`src/rtl/uart_rx.sv`:
```
// rtl/uart_rx.sv - 8N1 serial receiver assembling bytes into a parallel word
module uart_rx #(
    parameter int output_width   = 48,
    parameter int cycles_per_bit = 391,
    parameter int timeout_bits   = 20
) (
    input  logic                    clk,
    input  logic                    reset,
    input  logic                    serial_in,
    output logic [output_width-1:0] bus_out,
    output logic                    valid,
    output logic                    frame_error,
    output logic                    busy
);

    // Mid-bit offset used to centre the start-bit sample; later bits step a full period.
    localparam logic [15:0] HALF       = 16'((cycles_per_bit - 1) / 2);
    localparam logic [15:0] BIT_LAST   = 16'(cycles_per_bit - 1);
    localparam logic [25:0] TIMEOUT_LAST = 26'(timeout_bits * cycles_per_bit - 1);
    localparam logic [2:0]  BYTE_LAST  = 3'(output_width / 8 - 1);

    typedef enum logic [2:0] {
        IDLE,
        START,
        DATA,
        STOP,
        WAIT_IDLE
    } state_t;

    state_t                  state_q,       state_d;
    logic                    sync_meta_q,   sync_meta_d;
    logic                    rx_s_q,        rx_s_d;
    logic [15:0]             clk_cnt_q,     clk_cnt_d;
    logic [2:0]              bit_idx_q,     bit_idx_d;
    logic [2:0]              byte_idx_q,    byte_idx_d;
    logic [7:0]              shift_q,       shift_d;
    logic [output_width-1:0] word_q,        word_d;
    logic [25:0]             idle_cnt_q,    idle_cnt_d;
    logic [output_width-1:0] bus_out_q,     bus_out_d;
    logic                    valid_q,       valid_d;
    logic                    frame_error_q, frame_error_d;
    logic                    busy_q,        busy_d;

    // Next-state logic: synchronizer shift, bit timing, byte/word assembly and error detection.
    always_comb begin
        state_d       = state_q;
        sync_meta_d   = serial_in;
        rx_s_d        = sync_meta_q;
        clk_cnt_d     = clk_cnt_q;
        bit_idx_d     = bit_idx_q;
        byte_idx_d    = byte_idx_q;
        shift_d       = shift_q;
        word_d        = word_q;
        idle_cnt_d    = idle_cnt_q;
        bus_out_d     = bus_out_q;
        valid_d       = 1'b0;
        frame_error_d = 1'b0;

        case (state_q)
            IDLE: begin
                if (!rx_s_q) begin
                    state_d    = START;
                    clk_cnt_d  = '0;
                    idle_cnt_d = '0;
                end else if (byte_idx_q != 3'd0) begin
                    // A partial word that sits too long is dropped and flagged.
                    if (idle_cnt_q == TIMEOUT_LAST) begin
                        frame_error_d = 1'b1;
                        byte_idx_d    = 3'd0;
                        idle_cnt_d    = '0;
                    end else begin
                        idle_cnt_d = idle_cnt_q + 26'd1;
                    end
                end
            end
            START: begin
                if (clk_cnt_q == HALF) begin
                    if (!rx_s_q) begin
                        state_d   = DATA;
                        clk_cnt_d = '0;
                        bit_idx_d = 3'd0;
                    end else begin
                        // Line went back high before mid start bit: treat as a glitch.
                        state_d = IDLE;
                    end
                end else begin
                    clk_cnt_d = clk_cnt_q + 16'd1;
                end
            end
            DATA: begin
                if (clk_cnt_q == BIT_LAST) begin
                    shift_d[bit_idx_q] = rx_s_q;
                    clk_cnt_d          = '0;
                    if (bit_idx_q == 3'd7) begin
                        state_d = STOP;
                    end else begin
                        bit_idx_d = bit_idx_q + 3'd1;
                    end
                end else begin
                    clk_cnt_d = clk_cnt_q + 16'd1;
                end
            end
            STOP: begin
                if (clk_cnt_q == BIT_LAST) begin
                    clk_cnt_d = '0;
                    if (rx_s_q) begin
                        word_d[{byte_idx_q, 3'b000} +: 8] = shift_q;
                        state_d = IDLE;
                        if (byte_idx_q == BYTE_LAST) begin
                            bus_out_d  = word_d;
                            valid_d    = 1'b1;
                            byte_idx_d = 3'd0;
                        end else begin
                            byte_idx_d = byte_idx_q + 3'd1;
                        end
                    end else begin
                        frame_error_d = 1'b1;
                        byte_idx_d    = 3'd0;
                        state_d       = WAIT_IDLE;
                    end
                end else begin
                    clk_cnt_d = clk_cnt_q + 16'd1;
                end
            end
            WAIT_IDLE: begin
                // Hold off until the line returns high so a break is not read as start bits.
                if (rx_s_q) begin
                    state_d = IDLE;
                end
            end
            default: begin
                state_d = IDLE;
            end
        endcase

        busy_d = (state_d == START) || (state_d == DATA) || (state_d == STOP) ||
                 (byte_idx_d != 3'd0);
    end

    // State and output registers with synchronous active-high reset.
    always_ff @(posedge clk) begin
        if (reset) begin
            state_q       <= IDLE;
            sync_meta_q   <= 1'b1;
            rx_s_q        <= 1'b1;
            clk_cnt_q     <= '0;
            bit_idx_q     <= 3'd0;
            byte_idx_q    <= 3'd0;
            shift_q       <= '0;
            word_q        <= '0;
            idle_cnt_q    <= '0;
            bus_out_q     <= '0;
            valid_q       <= 1'b0;
            frame_error_q <= 1'b0;
            busy_q        <= 1'b0;
        end else begin
            state_q       <= state_d;
            sync_meta_q   <= sync_meta_d;
            rx_s_q        <= rx_s_d;
            clk_cnt_q     <= clk_cnt_d;
            bit_idx_q     <= bit_idx_d;
            byte_idx_q    <= byte_idx_d;
            shift_q       <= shift_d;
            word_q        <= word_d;
            idle_cnt_q    <= idle_cnt_d;
            bus_out_q     <= bus_out_d;
            valid_q       <= valid_d;
            frame_error_q <= frame_error_d;
            busy_q        <= busy_d;
        end
    end

    assign bus_out     = bus_out_q;
    assign valid       = valid_q;
    assign frame_error = frame_error_q;
    assign busy        = busy_q;

endmodule
```
`config.mk`:
```
export PLATFORM = sky130hd
export DESIGN_NAME = uart_rx
export DESIGN_NICKNAME = d
export VERILOG_FILES = /design/src/rtl/uart_rx.sv
export SDC_FILE = /design/constraint.sdc
export NUM_CORES = 1
export LEC_CHECK = 0
export CORE_MARGIN = 3
export CORE_UTILIZATION = 53
export CTS_CLUSTER_SIZE = 25
export DETAILED_ROUTE_END_ITERATION = 16
export PLACE_DENSITY_LB_ADDON = 0.1
export SLEW_MARGIN = 20
export SYNTH_ARGS = -nofsm -noshare
export SYNTH_HDL_FRONTEND = slang
export SYNTH_SLANG_ARGS = --single-unit
```
`constraint.sdc`:
```
create_clock -name clk -period 2.9 [get_ports clk]
set_clock_uncertainty 0.1 [all_clocks]
set_input_delay 0.29 -clock clk [delete_from_list [all_inputs] [get_ports clk]]
set_output_delay 0.29 -clock clk [all_outputs]
set_load 0.1 [all_outputs]
```
==> impl_metrics.json <==
{
  "p_clk_frac": 0.484,
  "vdd_ir_drop_max_mv": 0.350,
  "routed_wl_mm": 18.2,
  "cp_slowest_cell": "or4b_1",
  "timing.rr.end": "idle_cnt_q[16]$_SDFFE_PP0P_",
  "drive_above_1_share": 0.134,
  "swShare": 0.219,
  "crit_start": "byte_idx_q[1]$_SDFF_PP0_",
  "p_comb_frac": 0.022,
  "tightest_slew_ps": 759,
  "syn_inst": 896,
  "drcViolationCount": 0,
  "cts_root_buf": "clkbuf_16",
  "hold_start": "reset",
  "drtPass1Iterations": 5,
  "place_area_um2": 8020,
  "io_buffers": 53,
  "grt_max_degree": 97,
  "worstPathArrival_ps": 2960,
  "drtIter0Drc": 603,
  "detail_route.wl_per_cell_um": 16.3,
  "syn_area_um2": 7470,
  "post_cts_resized": 0,
  "p_int_mw": 3.49,
  "max_freq_mhz": 369,
  "min_period_over_period": 0.934,
  "synthesis.nets": 910,
  "cts_buffers": 17,
  "dp_slack_ps": 127,
  "power_frac_seq": 0.494,
  "drv_slew": 0,
  "diodes": 0,
  "vias_per_cell": 5.96,
  "tns_ps": 0,
  "antenna_found_initial": 0,
  "grt_pass1_vias": 6407,
  "required_ps": 3160,
  "end_kind": "flop",
  "rsz0062_at_grt": "false",
  "coreArea_um2": 13500,
  "syn_avg_cell_area_um2": 8.34,
  "setup_viol": 0,
  "ant_nets": 0,
  "place.gp.congestion": 0.843,
  "ys_warn_count": 0,
  "crit_type": "reg -> reg",
  "crit_path_frequent_cell": "ha_1",
  "dr_total_vias": 6661,
  "async_flop_share": 0,
  "h-tree-depth": 4,
  "final_cell_count_no_fill": 1117,
  "outcome": "finished clean",
  "ys_ff_latch": 160,
  "worst_hold_slack_ps": 255,
  "worstPathMaxFanout": 4,
  "cpPeakStageDelay_ps": 490,
  "clock_latency_ps": 430,
  "dieArea_um2": 15600,
  "clkSinkCount": 160,
  "rr_startpoint": "byte_idx_q[1]$_SDFF_PP0_",
  "start_kind": "flop",
  "setup_ws_ps": 191,
  "r2r_slack_ps": 190,
  "synth_edf_count": 0,
  "min_period_ps": 2710,
  "endpoint": "idle_cnt_q[16]$_SDFFE_PP0P_",
  "pin_count": 54,
  "synth_flop_cell": "dfxtp_1",
  "syn2layout_area_growth_pct": 15.6,
  "power_density_nw_per_um2": 517,
  "post_cts_buffers": 0,
  "p_leak_nw": 3.04,
  "final_util": 0.640,
  "path_clk_slew_ps": 60,
  "yosysSeqAreaShare": 0.429,
  "finalHoldViolCount": 0,
  "r2r_cells": 9,
  "p_sw_uw": 977,
  "holdBufCountCts": 0,
  "globalRouteOverflowTotal": 0,
  "final_cell_area_um2": 8640,
  "grt_pass1_wl_mm": 30.8,
  "cts_tree": "built",
  "grt_usage": 0.232,
  "cts_buffer_depth": 2,
  "ys_types": 61,
  "hpwl_mm": 11.8,
  "power_mw": 4.47,
  "placed_cells": 1084,
  "worstPathCellList": "inv_1, ha_1, ha_1, a2111oi_4, and4_2, and2b_1, nand4_1, or4b_1, a21oi_1",
  "die_w_um": 125,
  "num_rows": 42,
  "die_h_um": 125,
  "nNetsFinal": 942,
  "initial_core_util": 0.553,
  "hold_path.class": "in -> reg",
  "drv_cap": 0,
  "maxSlewHeadroom": 0.494
}
[critical path, delay by kind of cell, from the launching register on]
family          cells  cell delay (ps)
simple gates        4             1110
compound gates      2              590
buf+inv             1               80
fa+ha+maj           2              430
flops               1              330
[final cells by class]
class / count / area, um2
timing repair buffer: 78 / 622
clock buffer: 22 / 474
clock inverter: 10 / 101
tap: 176 / 220
multi-input combinational: 663 / 3990
fill: 1144 / 4860
inverter: 8 / 30.0
sequential: 160 / 3200
[cells in the mapped netlist, drive strengths merged (3+ instances only)]
master / n / area (um2)
dfxtp: 160 / 3200
nor2: 147 / 574
nand2: 69 / 259
a211oi: 65 / 488
a21oi: 60 / 300
clkbuf: 45 / 169
mux2i: 40 / 400
nand3: 40 / 200
o21ai: 31 / 155
and3: 23 / 144
buf: 20 / 113
nor2b: 16 / 100
a31oi: 15 / 93.8
nand2b: 15 / 93.8
nand4: 15 / 100
nor3: 14 / 70.1
nor4: 13 / 93.8
ha: 11 / 138
xnor2: 9 / 78.8
inv: 8 / 30.0
nor4b: 8 / 70.1
o31ai: 8 / 60.1
or3: 7 / 43.8
xor2: 6 / 52.6
and2: 5 / 31.3
nor3b: 4 / 30.0
a311oi: 3 / 26.3
and4: 3 / 26.3
o211ai: 3 / 22.5
or2: 3 / 18.8
or4: 3 / 22.5
[cell usage in the layout (no fill, tap or decap), types with 15 or more instances in the layout]
| master | count |
|---|---|
| a211oi_1 | 65 |
| clkbuf_16 | 18 |
| dfxtp_1 | 160 |
| nand3_1 | 40 |
| a31oi_1 | 15 |
| nand2_1 | 69 |
| a21oi_1 | 60 |
| nor2_1 | 144 |
| mux2i_1 | 40 |
| o21ai_0 | 28 |
| and3_1 | 23 |
| nor2b_1 | 16 |
| nand2b_1 | 15 |
| buf_4 | 74 |
[power groups by stage]
stage	Sequential [mW]	Clock (mW)	Combinational, mW
4_1_cts	2.21	2.19	0.0957
5_1_grt	2.21	2.27	0.106
3_5_place_dp	2.26	0	0.0956
2_1_floorplan	2.26	0	0.0650
3_3_place_gp	2.26	0	0.0935
6_report	2.21	2.16	0.0972
[state kept, by name (all words and copies together) (netlist names), 3 cells and up]
signal,flops
bus_out,48
word_q,48
state_q,3
clk_cnt_q,16
shift_q,8
bit_idx_q,3
idle_cnt_q,26
byte_idx_q,3
[layer usage]
| metal | vias up | share of wire | global-route usage |
|---|---|---|---|
| met3 | 25 | 0.060 | 0.0455 |
| met1 | 3153 | 0.46 | 0.316 |
| met4 | 0 | 0.013 | 0.0645 |
| li1 | 3283 | - | - |
| met2 | 200 | 0.46 | 0.375 |
| met5 | - | 0 | 0 |
[cells by family after synthesis]
group / share of synthesized area
compound gates: 0.174
xor+xnor: 0.0176
fa+ha+maj: 0.0184
buf+inv: 0.0417
flops: 0.429
mux: 0.0551
simple gates: 0.265
[worst min path at each step]
stage | slack, ps | to | cells after the start
3_3_place_gp | 300 | rx_s_q$_SDFF_PP1_ | 1
2_1_floorplan | 290 | rx_s_q$_SDFF_PP1_ | 1
3_5_place_dp | 300 | rx_s_q$_SDFF_PP1_ | 1
6_report | 250 | word_q[33]$_SDFFE_PP0P_ | 2
5_1_grt | 290 | idle_cnt_q[20]$_SDFFE_PP0P_ | 2
4_1_cts | 250 | word_q[33]$_SDFFE_PP0P_ | 2
Note: power is estimated with default switching activity, not from simulation.
